<file path="config.mk">
export PLATFORM = sky130hd
export DESIGN_NAME = dbus_arbiter
export DESIGN_NICKNAME = d
export VERILOG_FILES = /design/src/rtl/dbus_arbiter.sv
export SDC_FILE = /design/constraint.sdc
export NUM_CORES = 1
export LEC_CHECK = 0
export CORE_AREA = 4 4 323 325
export CTS_CLUSTER_SIZE = 30
export DETAILED_ROUTE_END_ITERATION = 10
export DIE_AREA = 0 0 327 329
export PLACE_DENSITY = 0.38
export SYNTH_ARGS = -nofsm -noshare
export SYNTH_HDL_FRONTEND = slang
export SYNTH_SLANG_ARGS = --single-unit
export TNS_END_PERCENT = 20
</file>
<file path="constraint.sdc">
create_clock -name clk -period 4.5 [get_ports clk]
set_input_delay 0.9 -clock clk [delete_from_list [all_inputs] [get_ports clk]]
set_output_delay 0.9 -clock clk [all_outputs]
set_load 0.005 [all_outputs]
</file>
<file path="src/rtl/dbus_arbiter.sv">
// -----------------------------------------------------------------------------
// dbus_pkg + dbus_arbiter
//
// Purpose:
//   Shares one downstream data-bus port among NREQ requesters:
//   index 0 = fetch MMU walker, 1 = memory MMU walker, 2 = load/store unit.
//   One requester is granted at a time. Its request is registered and held
//   stable on dreq until data_ok. The response is routed back to the owner only.
//
// Ports:
//   clk    in   clock, rising edge
//   reset  in   asynchronous, active-low reset
//   ureq   in   NREQ upstream requests (dbus_req_t)
//   uresp  out  NREQ upstream responses (dbus_resp_t), zero for non-owners
//   dreq   out  registered downstream request
//   dresp  in   downstream response
//   grant  out  index of current owner, meaningful while busy=1
//   busy   out  a downstream transaction is outstanding
// -----------------------------------------------------------------------------
package dbus_pkg;

    typedef enum logic [2:0] {
        MSIZE1 = 3'd0,
        MSIZE2 = 3'd1,
        MSIZE4 = 3'd2,
        MSIZE8 = 3'd3
    } msize_t;

    typedef struct packed {
        logic        valid;
        logic [63:0] addr;
        msize_t      size;
        logic [7:0]  strobe;
        logic [63:0] data;
    } dbus_req_t;

    typedef struct packed {
        logic        addr_ok;
        logic        data_ok;
        logic [63:0] data;
    } dbus_resp_t;

endpackage

module dbus_arbiter
    import dbus_pkg::*;
#(
    parameter int NREQ       = 3,
    parameter bit FIXED_PRIO = 1'b0,
    localparam int GW        = (NREQ > 1) ? $clog2(NREQ) : 1
) (
    input  logic                       clk,
    input  logic                       reset,
    input  dbus_req_t  [NREQ-1:0]      ureq,
    output dbus_resp_t [NREQ-1:0]      uresp,
    output dbus_req_t                  dreq,
    input  dbus_resp_t                 dresp,
    output logic       [GW-1:0]        grant,
    output logic                       busy
);

    typedef enum logic {
        IDLE = 1'b0,
        BUSY = 1'b1
    } state_t;

    state_t          state_q, state_d;
    logic [GW-1:0]   grant_q, grant_d;
    logic [GW-1:0]   ptr_q,   ptr_d;
    dbus_req_t       req_q,   req_d;

    logic [GW-1:0]   winner;
    logic            any_valid;
    int              scan_idx;
    logic [GW-1:0]   scan_sel;

    // Winner selection. Round-robin scans upward from the pointer with
    // wrap-around; fixed priority always scans from index 0. The first
    // asserted valid found along the scan wins.
    always_comb begin
        winner    = '0;
        any_valid = 1'b0;
        scan_idx  = 0;
        scan_sel  = '0;
        for (int k = 0; k < NREQ; k++) begin
            scan_idx = FIXED_PRIO ? k : (int'(ptr_q) + k);
            if (scan_idx >= NREQ) begin
                scan_idx = scan_idx - NREQ;
            end
            scan_sel = GW'(scan_idx);
            if (!any_valid && ureq[scan_sel].valid) begin
                any_valid = 1'b1;
                winner    = scan_sel;
            end
        end
    end

    // Next-state logic. The payload is copied only on the IDLE->BUSY edge,
    // so dreq never has a combinational path from ureq.
    always_comb begin
        state_d = state_q;
        grant_d = grant_q;
        ptr_d   = ptr_q;
        req_d   = req_q;
        unique case (state_q)
            IDLE: begin
                if (any_valid) begin
                    state_d     = BUSY;
                    grant_d     = winner;
                    req_d       = ureq[winner];
                    req_d.valid = 1'b0;   // valid is derived from state instead
                end
            end
            BUSY: begin
                // The data_ok cycle is the last BUSY cycle. The owner may already
                // have dropped valid. The transaction still runs to completion.
                if (dresp.data_ok) begin
                    state_d = IDLE;
                    req_d   = '0;
                    if (!FIXED_PRIO) begin
                        ptr_d = (grant_q == GW'(NREQ - 1)) ? '0 : (grant_q + GW'(1));
                    end
                end
            end
            default: begin
                state_d = IDLE;
            end
        endcase
    end

    always_ff @(posedge clk or negedge reset) begin
        if (!reset) begin
            state_q <= IDLE;
            grant_q <= '0;
            ptr_q   <= '0;
            req_q   <= '0;
        end else begin
            state_q <= state_d;
            grant_q <= grant_d;
            ptr_q   <= ptr_d;
            req_q   <= req_d;
        end
    end

    assign busy  = (state_q == BUSY);
    assign grant = grant_q;

    always_comb begin
        dreq       = req_q;
        dreq.valid = busy;
    end

    // Response demux. Only the owner sees dresp, and only while BUSY. A
    // data_ok that arrives while IDLE therefore reaches nobody.
    for (genvar gi = 0; gi < NREQ; gi++) begin : g_resp
        assign uresp[gi] = (busy && (grant_q == GW'(gi))) ? dresp : '0;
    end

endmodule

</file>
# Yosys cells after proc, flatten, opt, wreduce, memory -nomap -nowiden

Index checks and enable logic that the tools add are counted.

Memory bits (writable): 0
Bits in read-only memories: 0
Latch bits: 0
Flip-flop bits (word level): 144
Bits of input ports: 488
Memories: 0

Reduce and logical (&&, ||, !) cells: 11
Add/subtract/negate cells: 6
Shift-type cells: 0
Multiplexer cells: 27
$lt $le $gt $ge: 7
Bitwise logic cells: 1
Eq/ne operators: 4
Div/mod/pow operators: 0
Multipliers: 0

Operator list:

| kind                  | count |
|---|---|
| $bmux W140 S2         | 4 |
| $mux W140             | 3 |
| $mux W139             | 3 |
| $pmux W139 S2         | 1 |
| $mux W66              | 3 |
| $mux W2               | 7 |
| $lt A2 B3 Y1 const B  | 4 |
| $ge A3 B2 Y1 const B  | 2 |
| $reduce_and A2 Y1     | 3 |
| $sub A2 B2 Y2 const B | 3 |
| $logic_and A1 B1 Y1   | 5 |
| $mux W1               | 5 |
| $ne A2 B2 Y1 const B  | 2 |
| $add A2 B1 Y3 const B | 1 |
| $add A2 B2 Y3 const B | 1 |
| $add A2 B1 Y2 const B | 1 |
| $eq A2 B1 Y1 const B  | 1 |
| $eq A2 B2 Y1 const B  | 1 |
| $ge A2 B2 Y1 const B  | 1 |
| $logic_not A1 Y1      | 2 |
| $logic_not A2 Y1      | 1 |
| $pmux W1 S2           | 1 |
| $not A1 Y1            | 1 |

# Depth between registers and ports, before layout

Gate-level depths: netlist (run 1).

Word-level depth: 15
Depth in mapped cells: 11
Depth with buffers taken out: 7

# Worst setup path after synthesis (run 1)

Ideal clock, no wire load.

Path kind: in2reg
Start point: input ureq[419] in the netlist's numbering
End point: register req_q, in the netlist dreq[53]
Arrival: 2.433 ns
Stages: 7
Setup time: 0.142 ns
Path buffers: 2
Path slack: 1.925 ns
Required time: 4.358 ns
Path through: and4b_1 a311oi_2 buf_2 buf_4 mux2_2 a211oi_1 o32ai_1

Longest elaborated chain between the ends: 13
Elaborated cells between the ends (all ways): 22
Classes of those cells: eq/ne: 1; mux: 16; reduce/logical: 5

RTL lines:

| item                            | RTL line | source |
|---|---|---|
| from (decl)                     | 54       | `input dbus_req_t [NREQ-1:0] ureq,` |
| $bmux W140 S2                   | 91       | `if (!any_valid && ureq[scan_sel].valid) begin` |
| $mux W140 (implied by the code) | 91       |  |
| $mux W1                         | 91       |  |
| $logic_not A1 Y1                | 91       |  |
| $logic_and A1 B1 Y1             | 91       |  |
| $mux W1                         | 91       |  |
| $logic_not A1 Y1                | 91       |  |
| $logic_and A1 B1 Y1             | 91       |  |
| $mux W2                         | 91       |  |
| $bmux W140 S2                   | 110      | `req_d = ureq[winner];` |
| $mux W139 (implied by the code) | 110      |  |
| $mux W139                       | 107      | `if (any_valid) begin` |
| $pmux W139 S2                   | 105      | `unique case (state_q)` |
| to (signal assigned)            | 141      | `req_q <= req_d;` |
| to (decl)                       | 70       | `dbus_req_t req_q, req_d;` |

Several ways; a longest one is shown, not always the timed one. The select of a mux whose other input is x is not followed.
A chain may end at the register's enable or synchronous reset.

==> flow_summary_export.csv, run 1 <==
group,metric,value,unit
power_and_ir_drop,p_leak,9.18,nW
timing,layout_min_cycle_time,4.02,ns
floorplanning,core_area,101000,um^2
global_route,grt_pass1_vias,16300,
critical_path,worst_setup_path_end_kind,"primary output",
synthesis,yosys_warnings,0,
cts,cts_tree,"built",
power_and_ir_drop,ir_drop,0.372,mV
drt,drtIter0Drc,804,
critical_path,worst_setup_path_start_kind,"flip-flop",
cts,cts_root_buffer,"clkbuf_16",
synthesis,synth_ff_type,"dfrtp_1",
synthesis,synth_top_area_share,0.262,
finish,fin_nets,2738,
synthesis,synth-edff-count,0,
floorplanning,die-height,329,um
synthesis,postSynth.asyncResetShare,1.00,
cts,numCtsBuffers,17,
finish,drive_gt1_frac,0.0978,
critical_path,critPathKind,"reg -> out",
global_route,grt_max_degree,142,
floorplanning,io_pins,829,
cts,hold_buffers,0,
drt,drt.antenna.violating_nets,0,
synthesis,ys_ff_latch,144,
cts,post-cts-setup-buffer-count,0,
global_route,grt_antenna_before_repair,30,
timing,setup_violations,0,
cts,clkSlewWorstSetupHoldPaths,0.08,ns
synthesis,synth-seq-area-share,0.262,
timing,relSlewSlack,0.310,
synthesis,synth_cells,1540,
cts,cts_resized,0,
drt,avgRoutedWirePerCell,25.2,um
floorplanning,die_width,327,um
status,status,"finished clean",
timing,setup_tns,0,ns
cts,htree_levels,4,
synthesis,synth_nets,2032,
synthesis,synth.most_common_cell,"mux2i_1",
drt,routed_wl,91.9,mm
timing,post-route-period-util,0.893,
drt,vias_per_cell,4.26,
drt,drc,0,
place,dp_hpwl,67.1,mm
timing,fmax,0.249,GHz
floorplanning,dieArea,108000,um^2
drt,vias,15600,
power_and_ir_drop,total_power,13.5,mW
critical_path,worstPathRequired,3.60,ns
synthesis,synth_area,13800,um^2
cts,clock_latency,0.51,ns
synthesis,netlist_top_cells_area,"dfrtp_1 (26%), mux2i_1 (20%), mux2_2 (12%)",
timing,rsz0062_at_grt,"no",
synthesis,syn_area_per_cell,8.94,um^2
timing,tightest_slew,1.04,ns
global_route,overflow,0,
synthesis,synthTopCellsByCount,"mux2i_1 (281), and2_1 (198), dfrtp_1 (144)",
timing,final_max_slew_viol_count,0,
finish,area_growth,76.2,%
synthesis,yosys.area.top_type,"dfrtp_1",
floorplanning,rows,117,
timing,final_hold_viol_count,0,
synthesis,ys_types,32,
cts,clockBufferDepth,2,
place,place_congestion,0.884,
worst_hold_path,hold_class,"in -> async",
run,drv_cap,0,
floorplanning,start_util,0.136,
critical_path,crit_fanout,35,
drt,firstDrtPassIters,5,
power_and_ir_drop,p_per_area,558,nW/um^2
timing,fin_worst_skew,0.0143,ns
critical_path,critPathArrivalTime,3.12,ns
finish,fillCellCount,11000,
cts,cts_sinks,144,
global_route,groute.usage.overall,0.164,
global_route,grt_pass1_wl,129,mm
place,portBuffers,828,
==> power by group <==
part	switching (mW)	total (mW)	internal, mW
logic	5.07	9.85	4.78
clock network	0.744	1.57	0.824
registers	0.316	2.11	1.80
total	6.12	13.5	7.41
==> stage by stage <==
| stage | hold WS [ns] | util | area, um^2 | setup slack [ns] | std cells |
|---|---|---|---|---|---|
| 6_report | 0.485 | 0.239 | 24300 | 0.481 | 3650 |
| 5_1_grt | 0.515 | 0.239 | 24200 | 0.301 | 3645 |
| 4_1_cts | 0.464 | 0.239 | 24200 | 0.412 | 3627 |
| 3_5_place_dp | 0.506 | 0.233 | 23600 | 0.725 | 3595 |
| 3_3_place_gp | 0.497 | 0.233 | 23600 | 0.782 | 3595 |
| 2_1_floorplan | 0.501 | - | 13800 | 1.93 | 1540 |
==> cells in the final DEF, fill, tap and decap left out, types with 2 or more instances in the layout <==
cell,n
clkdlybuf4s50_1,827
a21oi_1,141
and2_1,198
nor2_1,3
mux2_2,141
diode_2,23
buf_4,17
nand2_1,5
nor2_4,2
clkinv_4,4
clkbuf_16,17
inv_1,143
dfrtp_1,144
a21o_1,2
nor2b_1,3
clkbuf_8,4
buf_12,19
mux2i_1,281
ha_1,3
clkinvlp_4,4
a211oi_1,139
o32ai_1,139
==> routing by layer <==
metal  global-route usage  routed length (um)  vias to the layer above
met5                    0                  27                        -
met3               0.0509                6760                       88
met4               0.0551                2190                        4
met2                0.260               43000                      513
met1                0.211               39900                     7846
li1                     -                   -                     7111
==> worst max-delay path, stage by stage, from the launching register on <==
cell             delay [ns]
dfrtp_1                0.68
inv_1                  0.23
nor3_2                 0.21
buf_4                  0.36
buf_4                  0.36
and2_1                 0.23
clkdlybuf4s50_1        0.53
==> cell type report <==
| class | count | area (um^2) | share of cell area |
|---|---|---|---|
| inverter | 143 | 537 | 0.0221 |
| antenna | 23 | 57.6 | 0.00237 |
| sequential | 144 | 3600 | 0.149 |
| clock inverter | 10 | 104 | 0.00428 |
| tap | 1368 | 1710 | 0.0706 |
| multi-input combinational | 1076 | 8960 | 0.369 |
| clock buffer | 22 | 484 | 0.0200 |
| timing repair buffer | 864 | 8800 | 0.363 |
==> final timing paths <==
kind / depth (start not counted) / start / endpoint / slack, ns
setup / recovery: 6 / busy / uresp[3] / 0.48
hold / removal: 1 / reset / dreq[61] / 0.49
setup reg to reg: 8 / ptr_q[0] / dreq[127] / 1.12
hold reg to reg: 2 / dreq[125] / dreq[125] / 0.52
max in group asynchronous: 2 / reset / dreq[90] / 3.16
min in group clk: 2 / dreq[125] / dreq[125] / 0.52
==> sequential cells by signal (all words and copies together) (netlist names) <==
register and cells:
ptr_q 2, grant 2, busy 1, dreq 139
==> logic make-up (layout without fill, tap and decap cells) <==
kind of cell               count (synthesis)  in the layout  share of synthesized area
AOI/OAI and AO/OA                        431            431                      0.223
adders and majority gates                  4              4                    0.00364
buffers and inverters                    320           1039                     0.0932
DFF                                      144            144                      0.262
muxes                                    422            422                      0.320
other                                      0             23                          0
and+or+nand+nor                          219            219                     0.0984
Note: power is estimated with default switching activity, not from simulation.
==> run 2: changes to the inputs <==
--- a/config.mk
+++ b/config.mk
@@ -9,6 +9,7 @@
 export CTS_CLUSTER_SIZE = 30
 export DETAILED_ROUTE_END_ITERATION = 10
 export DIE_AREA = 0 0 327 329
+export GPL_TIMING_DRIVEN = 0
 export PLACE_DENSITY = 0.38
 export SYNTH_ARGS = -nofsm -noshare
 export SYNTH_HDL_FRONTEND = slang
==> run 2 against run 1 <==
  * Clock power barely moved
  * Total power grew 3.0%
  * First-iteration DRC count increased by 18%
  * Non-clock buffer count rose by 142
  * Wire length increased by 9.2%
  * Register-to-register slack worse by 0.55 ns
  * Core utilization up 0.21 points
  * Setup slack got worse by 0.21 ns
  * Critical path type unchanged
  * Critical endpoint is now uresp[195]
  * Largest power group unchanged
  * Highest routed layer unchanged
==> flow_summary_export.csv, run 2 (same netlist as run 1, synthesis figures left out) <==
group,metric,value,unit
status,status,"finished clean",
drt,firstDrtPassIters,5,
timing,layout_min_cycle_time,4.22,ns
global_route,grt_pass1_wl,137,mm
finish,multiInputGateArea,8890,um^2
finish,area_growth,77.8,%
timing,final_max_slew_viol_count,0,
floorplanning,start_util,0.136,
cts,cts_tree,"built",
critical_path,critPathTopFamily,"buffers and inverters",
finish,drive_gt1_frac,0.0945,
cts,cts_sinks,144,
power_and_ir_drop,total_power,13.9,mW
cts,hold_buffers,0,
cts,post-cts-setup-buffer-count,0,
finish,layout.area.seq,3600,um^2
drt,routed_wl,100,mm
drt,vias_per_cell,4.22,
run,drv_cap,0,
place,place_congestion,0.898,
timing,final_hold_viol_count,0,
global_route,overflow,0,
timing,fin_worst_skew,0.0105,ns
cts,clockBufferDepth,2,
global_route,grt_pass1_vias,16800,
cts,clock_latency,0.51,ns
critical_path,worst_setup_path_start_kind,"flip-flop",
place,portBuffers,828,
floorplanning,io_pins,829,
cts,cts_resized,4,
timing,tightest_slew,1.29,ns
floorplanning,dieArea,108000,um^2
drt,drc,0,
global_route,grt_antenna_before_repair,24,
drt,vias,16000,
timing,setup_tns,0,ns
floorplanning,die-height,329,um
critical_path,worst_setup_path_end_kind,"primary output",
critical_path,crit_buf_inv,4,
floorplanning,die_width,327,um
timing,setup_violations,0,
critical_path,critPathArrivalTime,3.32,ns
critical_path,worstPathRequired,3.60,ns
place,dp_hpwl,82.2,mm
finish,mostFrequentLayoutCell,"clkdlybuf4s50_1",
power_and_ir_drop,ir_drop,0.280,mV
floorplanning,rows,117,
worst_hold_path,hold_class,"in -> async",
finish,fin_nets,2880,
finish,mostFrequentLayoutCells,"clkdlybuf4s50_1 (827), mux2i_1 (281), and2_1 (198)",
finish,largest_reg_flops,139,
global_route,grt_max_degree,87,
timing,rsz0062_at_grt,"no",
drt,drt.antenna.violating_nets,0,
critical_path,rrSetupSlack,0.57,ns
cts,cts_root_buffer,"clkbuf_16",
cts,numCtsBuffers,17,
global_route,groute.usage.overall,0.179,
drt,drtIter0Drc,950,
critical_path,crit_fanout,10,
power_and_ir_drop,p_per_area,569,nW/um^2
cts,clkSlewWorstSetupHoldPaths,0.07,ns
critical_path,crit_chain,"inv_1, nor3b_1, buf_2, clkbuf_1, and2_1, clkdlybuf4s50_1",
critical_path,cp_slowest_cell,"clkdlybuf4s50_1",
critical_path,critPathKind,"reg -> out",
finish,fillCellCount,11000,
floorplanning,core_area,101000,um^2
timing,fmax,0.237,GHz
drt,avgRoutedWirePerCell,26.5,um
power_and_ir_drop,p_leak,9.27,nW
critical_path,max_stage_delay,0.55,ns
cts,htree_levels,4,
timing,relSlewSlack,0.143,
timing,post-route-period-util,0.939,
## run 2: metal layers
layer | GRT usage | wire (um)
met5 | 0 | 97
met4 | 0.0400 | 1440
met3 | 0.0460 | 6140
met2 | 0.294 | 47300
met1 | 0.236 | 45400
## run 2: per-stage QoR
step	utilization	worst slack [ns]	hold slack [ns]	area (um^2)	std cells
finish	0.241	0.275	0.332	24500	3791
global placement	0.234	-5.11	0.502	23800	3736
CTS	0.241	0.00769	0.315	24400	3769
global route	0.241	0.0977	0.340	24400	3779
detailed placement	0.235	-0.797	0.506	23800	3737
floorplan	-	1.93	0.501	13800	1540
## run 2: path summary, 6_finish.rpt
kind / from / end / cells after the start
worst max register to register: ptr_q[0] / dreq[70] / 10
worst min register to register: dreq[51] / dreq[51] / 2
worst max-delay path: busy / uresp[195] / 6
worst min-delay path: reset / dreq[79] / 1
min in group clk: dreq[51] / dreq[51] / 2
max in group asynchronous: reset / dreq[26] / 2
## run 2: area by class of cell
class	instances	area share
Multi-Input combinational cell	1076	0.363
Timing Repair Buffer	829	0.340
Sequential cell	144	0.147
Tap cell	1368	0.0699
Buffer	177	0.0309
Inverter	143	0.0219
Clock buffer	18	0.0179
Clock inverter	14	0.00629
Antenna cell	22	0.00225
## run 2: power by group
part	internal (mW)	total (mW)	switching [mW]
sequential	1.80	2.11	0.309
combinational	4.74	10.2	5.49
clock	0.838	1.59	0.754
total	7.38	13.9	6.55
==> run 3: changes to the inputs <==
--- a/config.mk
+++ b/config.mk
@@ -5,12 +5,15 @@
 export SDC_FILE = /design/constraint.sdc
 export NUM_CORES = 1
 export LEC_CHECK = 0
+export ABC_CLOCK_PERIOD_IN_PS = 4500
 export CORE_AREA = 4 4 323 325
 export CTS_CLUSTER_SIZE = 30
 export DETAILED_ROUTE_END_ITERATION = 10
 export DIE_AREA = 0 0 327 329
 export GPL_TIMING_DRIVEN = 0
 export PLACE_DENSITY = 0.38
+export RECOVER_POWER = 50
+export SKIP_LAST_GASP = 1
 export SYNTH_ARGS = -nofsm -noshare
 export SYNTH_HDL_FRONTEND = slang
 export SYNTH_SLANG_ARGS = --single-unit
==> run 3 against run 2 <==
  * The run now ends with capacitance limit, slew limit left
  * Clock skew rose by 0.0037 ns
  * Non-clock buffer count did not move
  * Worst hold slack improved by 0.18 ns
  * Cell area barely moved
  * Die area did not move
  * Total power fell by 1.5%
  * Count of clock-buffer cells in the layout did not move
  * Register-to-register slack got worse by 0.17 ns
  * Largest cell class unchanged
  * Largest power group unchanged
==> flow_summary_export.csv, run 3 (same netlist as run 1, synthesis figures left out) <==
group,metric,value,unit
status,status,"finished, violations left",
status,failed_checks,"capacitance limit, slew limit",
global_route,groute.usage.overall,0.179,
floorplanning,start_util,0.136,
timing,post-route-period-util,0.945,
cts,cts_resized,3,
critical_path,rr_endpoint,"dreq[28]",
cts,cts_root_buffer,"clkbuf_16",
timing,layout_min_cycle_time,4.25,ns
worst_hold_path,min_path_cells,2,
global_route,grt_pass1_wl,137,mm
timing,tightest_slew,3.32,ns
finish,drive_gt1_frac,0.0937,
timing,fin_worst_skew,0.0142,ns
place,post_dp_cell_area,23800,um^2
critical_path,r2r-start,"ptr_q[0]",
drt,drtIter0Drc,961,
global_route,grt_pass1_vias,16800,
drt,avgRoutedWirePerCell,26.5,um
floorplanning,core_area,101000,um^2
drt,drt.antenna.violating_nets,0,
floorplanning,dieArea,108000,um^2
global_route,grt_antenna_before_repair,23,
worst_hold_path,hold_path.startpoint,"dreq[11]",
critical_path,worst_setup_path_end_kind,"flip-flop",
drt,firstDrtPassIters,5,
timing,fin_hold_ws,0.517,ns
cts,post-cts-setup-buffer-count,0,
global_route,grt_max_degree,87,
critical_path,worstPathRequired,4.84,ns
finish,area_growth,77.6,%
finish,fin_util,0.241,
worst_hold_path,hold_class,"reg -> reg",
cts,htree_levels,4,
cts,clockBufferDepth,2,
finish,mostFrequentLayoutCells,"clkdlybuf4s50_1 (681), mux2i_1 (281), and2_1 (192)",
cts,clkSlewWorstSetupHoldPaths,0.08,ns
power_and_ir_drop,p_leak,9.58,nW
timing,fmax,0.235,GHz
finish,largest_reg_flops,139,
critical_path,rrSetupSlack,0.40,ns
cts,clock_latency,0.50,ns
place,portBuffers,828,
global_route,overflow,0,
timing,rsz0062_at_grt,"yes",
power_and_ir_drop,p_per_area,561,nW/um^2
drt,vias,16100,
drt,routed_wl,100,mm
timing,final_max_slew_viol_count,60,
critical_path,critPathKind,"in -> reg",
cts,numCtsBuffers,17,
place,dp_cells,3737,
floorplanning,die-height,329,um
cts,hold_buffers,0,
drt,vias_per_cell,4.23,
finish,fin_cells,3793,
drt,drc,0,
place,dp_hpwl,82.2,mm
critical_path,worst_setup_path_start_kind,"input port",
timing,setup_violations,0,
timing,setup_tns,0,ns
finish,fin_nets,2880,
cts,cts_sinks,144,
finish,mostFrequentLayoutCell,"clkdlybuf4s50_1",
floorplanning,rows,117,
critical_path,rr_worst_depth,11,
cts,cts_tree,"built",
worst_hold_path,whs_endpoint,"dreq[11]",
run,drv_cap,1,
floorplanning,io_pins,829,
critical_path,crit_fanout,11,
timing,relSlewSlack,-1.21,
critical_path,critPathArrivalTime,4.60,ns
timing,final_hold_viol_count,0,
floorplanning,die_width,327,um
place,place_congestion,0.898,
power_and_ir_drop,ir_drop,0.279,mV
finish,final_area,24500,um^2
-- run 3: report_power, final --
group | switching, mW | internal [mW] | leakage (nW) | total, mW
logic | 5.48 | 4.57 | 7.42 | 10.0
clock network | 0.755 | 0.838 | 0.284 | 1.59
registers | 0.288 | 1.80 | 1.87 | 2.09
-- run 3: routing by layer --
layer | global-route usage | vias up | routed length [um] | part of all wire
met5 | 0 | - | 97 | 0.00097
met4 | 0.0400 | 16 | 1510 | 0.015
met3 | 0.0460 | 76 | 6050 | 0.060
met2 | 0.294 | 533 | 47300 | 0.47
met1 | 0.236 | 8016 | 45500 | 0.45
li1 | - | 7415 | - | -
-- run 3: how the worst max path moves through the flow --
| stage | slack, ns | startpoint | cells after the start | to |
|---|---|---|---|---|
| 3_3_place_gp | -5.11 | reset | 1 | dreq[20] |
| 2_1_floorplan | 1.93 | ureq[419] | 7 | dreq[53] |
| 4_1_cts | -0.20 | busy | 6 | uresp[32] |
| 5_1_grt | -0.09 | ureq[419] | 9 | dreq[28] |
| 3_5_place_dp | -0.80 | ureq[419] | 8 | dreq[137] |
| 6_report | 0.25 | ureq[419] | 9 | dreq[28] |
-- run 3: through the flow --
step	setup slack [ns]	power, mW
4_1_cts	-0.203	14.1
5_1_grt	-0.0938	14.7
3_5_place_dp	-0.797	12.4
6_report	0.245	13.7
3_3_place_gp	-5.11	12.4
2_1_floorplan	1.93	7.50
-- run 3: cell type report --
class                   count  area, um^2
diodes                     24        60.1
plain buffers             177         757
clock buffers              18         439
clock inverters            14         154
fillers                 11000       77000
inverters                 143         537
multi-input cells        1076        8890
flip-flops and latches    144        3600
well taps                1368        1710
repair buffers            829        8300
-- run 3: worst max-delay path, stage by stage --
cell and delay (ns):
clkdlybuf4s50_1 0.59, nand3b_1 0.42, o21ai_0 0.18, buf_2 0.28, buf_2 0.47, buf_2 0.47
a21oi_1 0.08, a211oi_1 0.96, o32ai_1 0.22
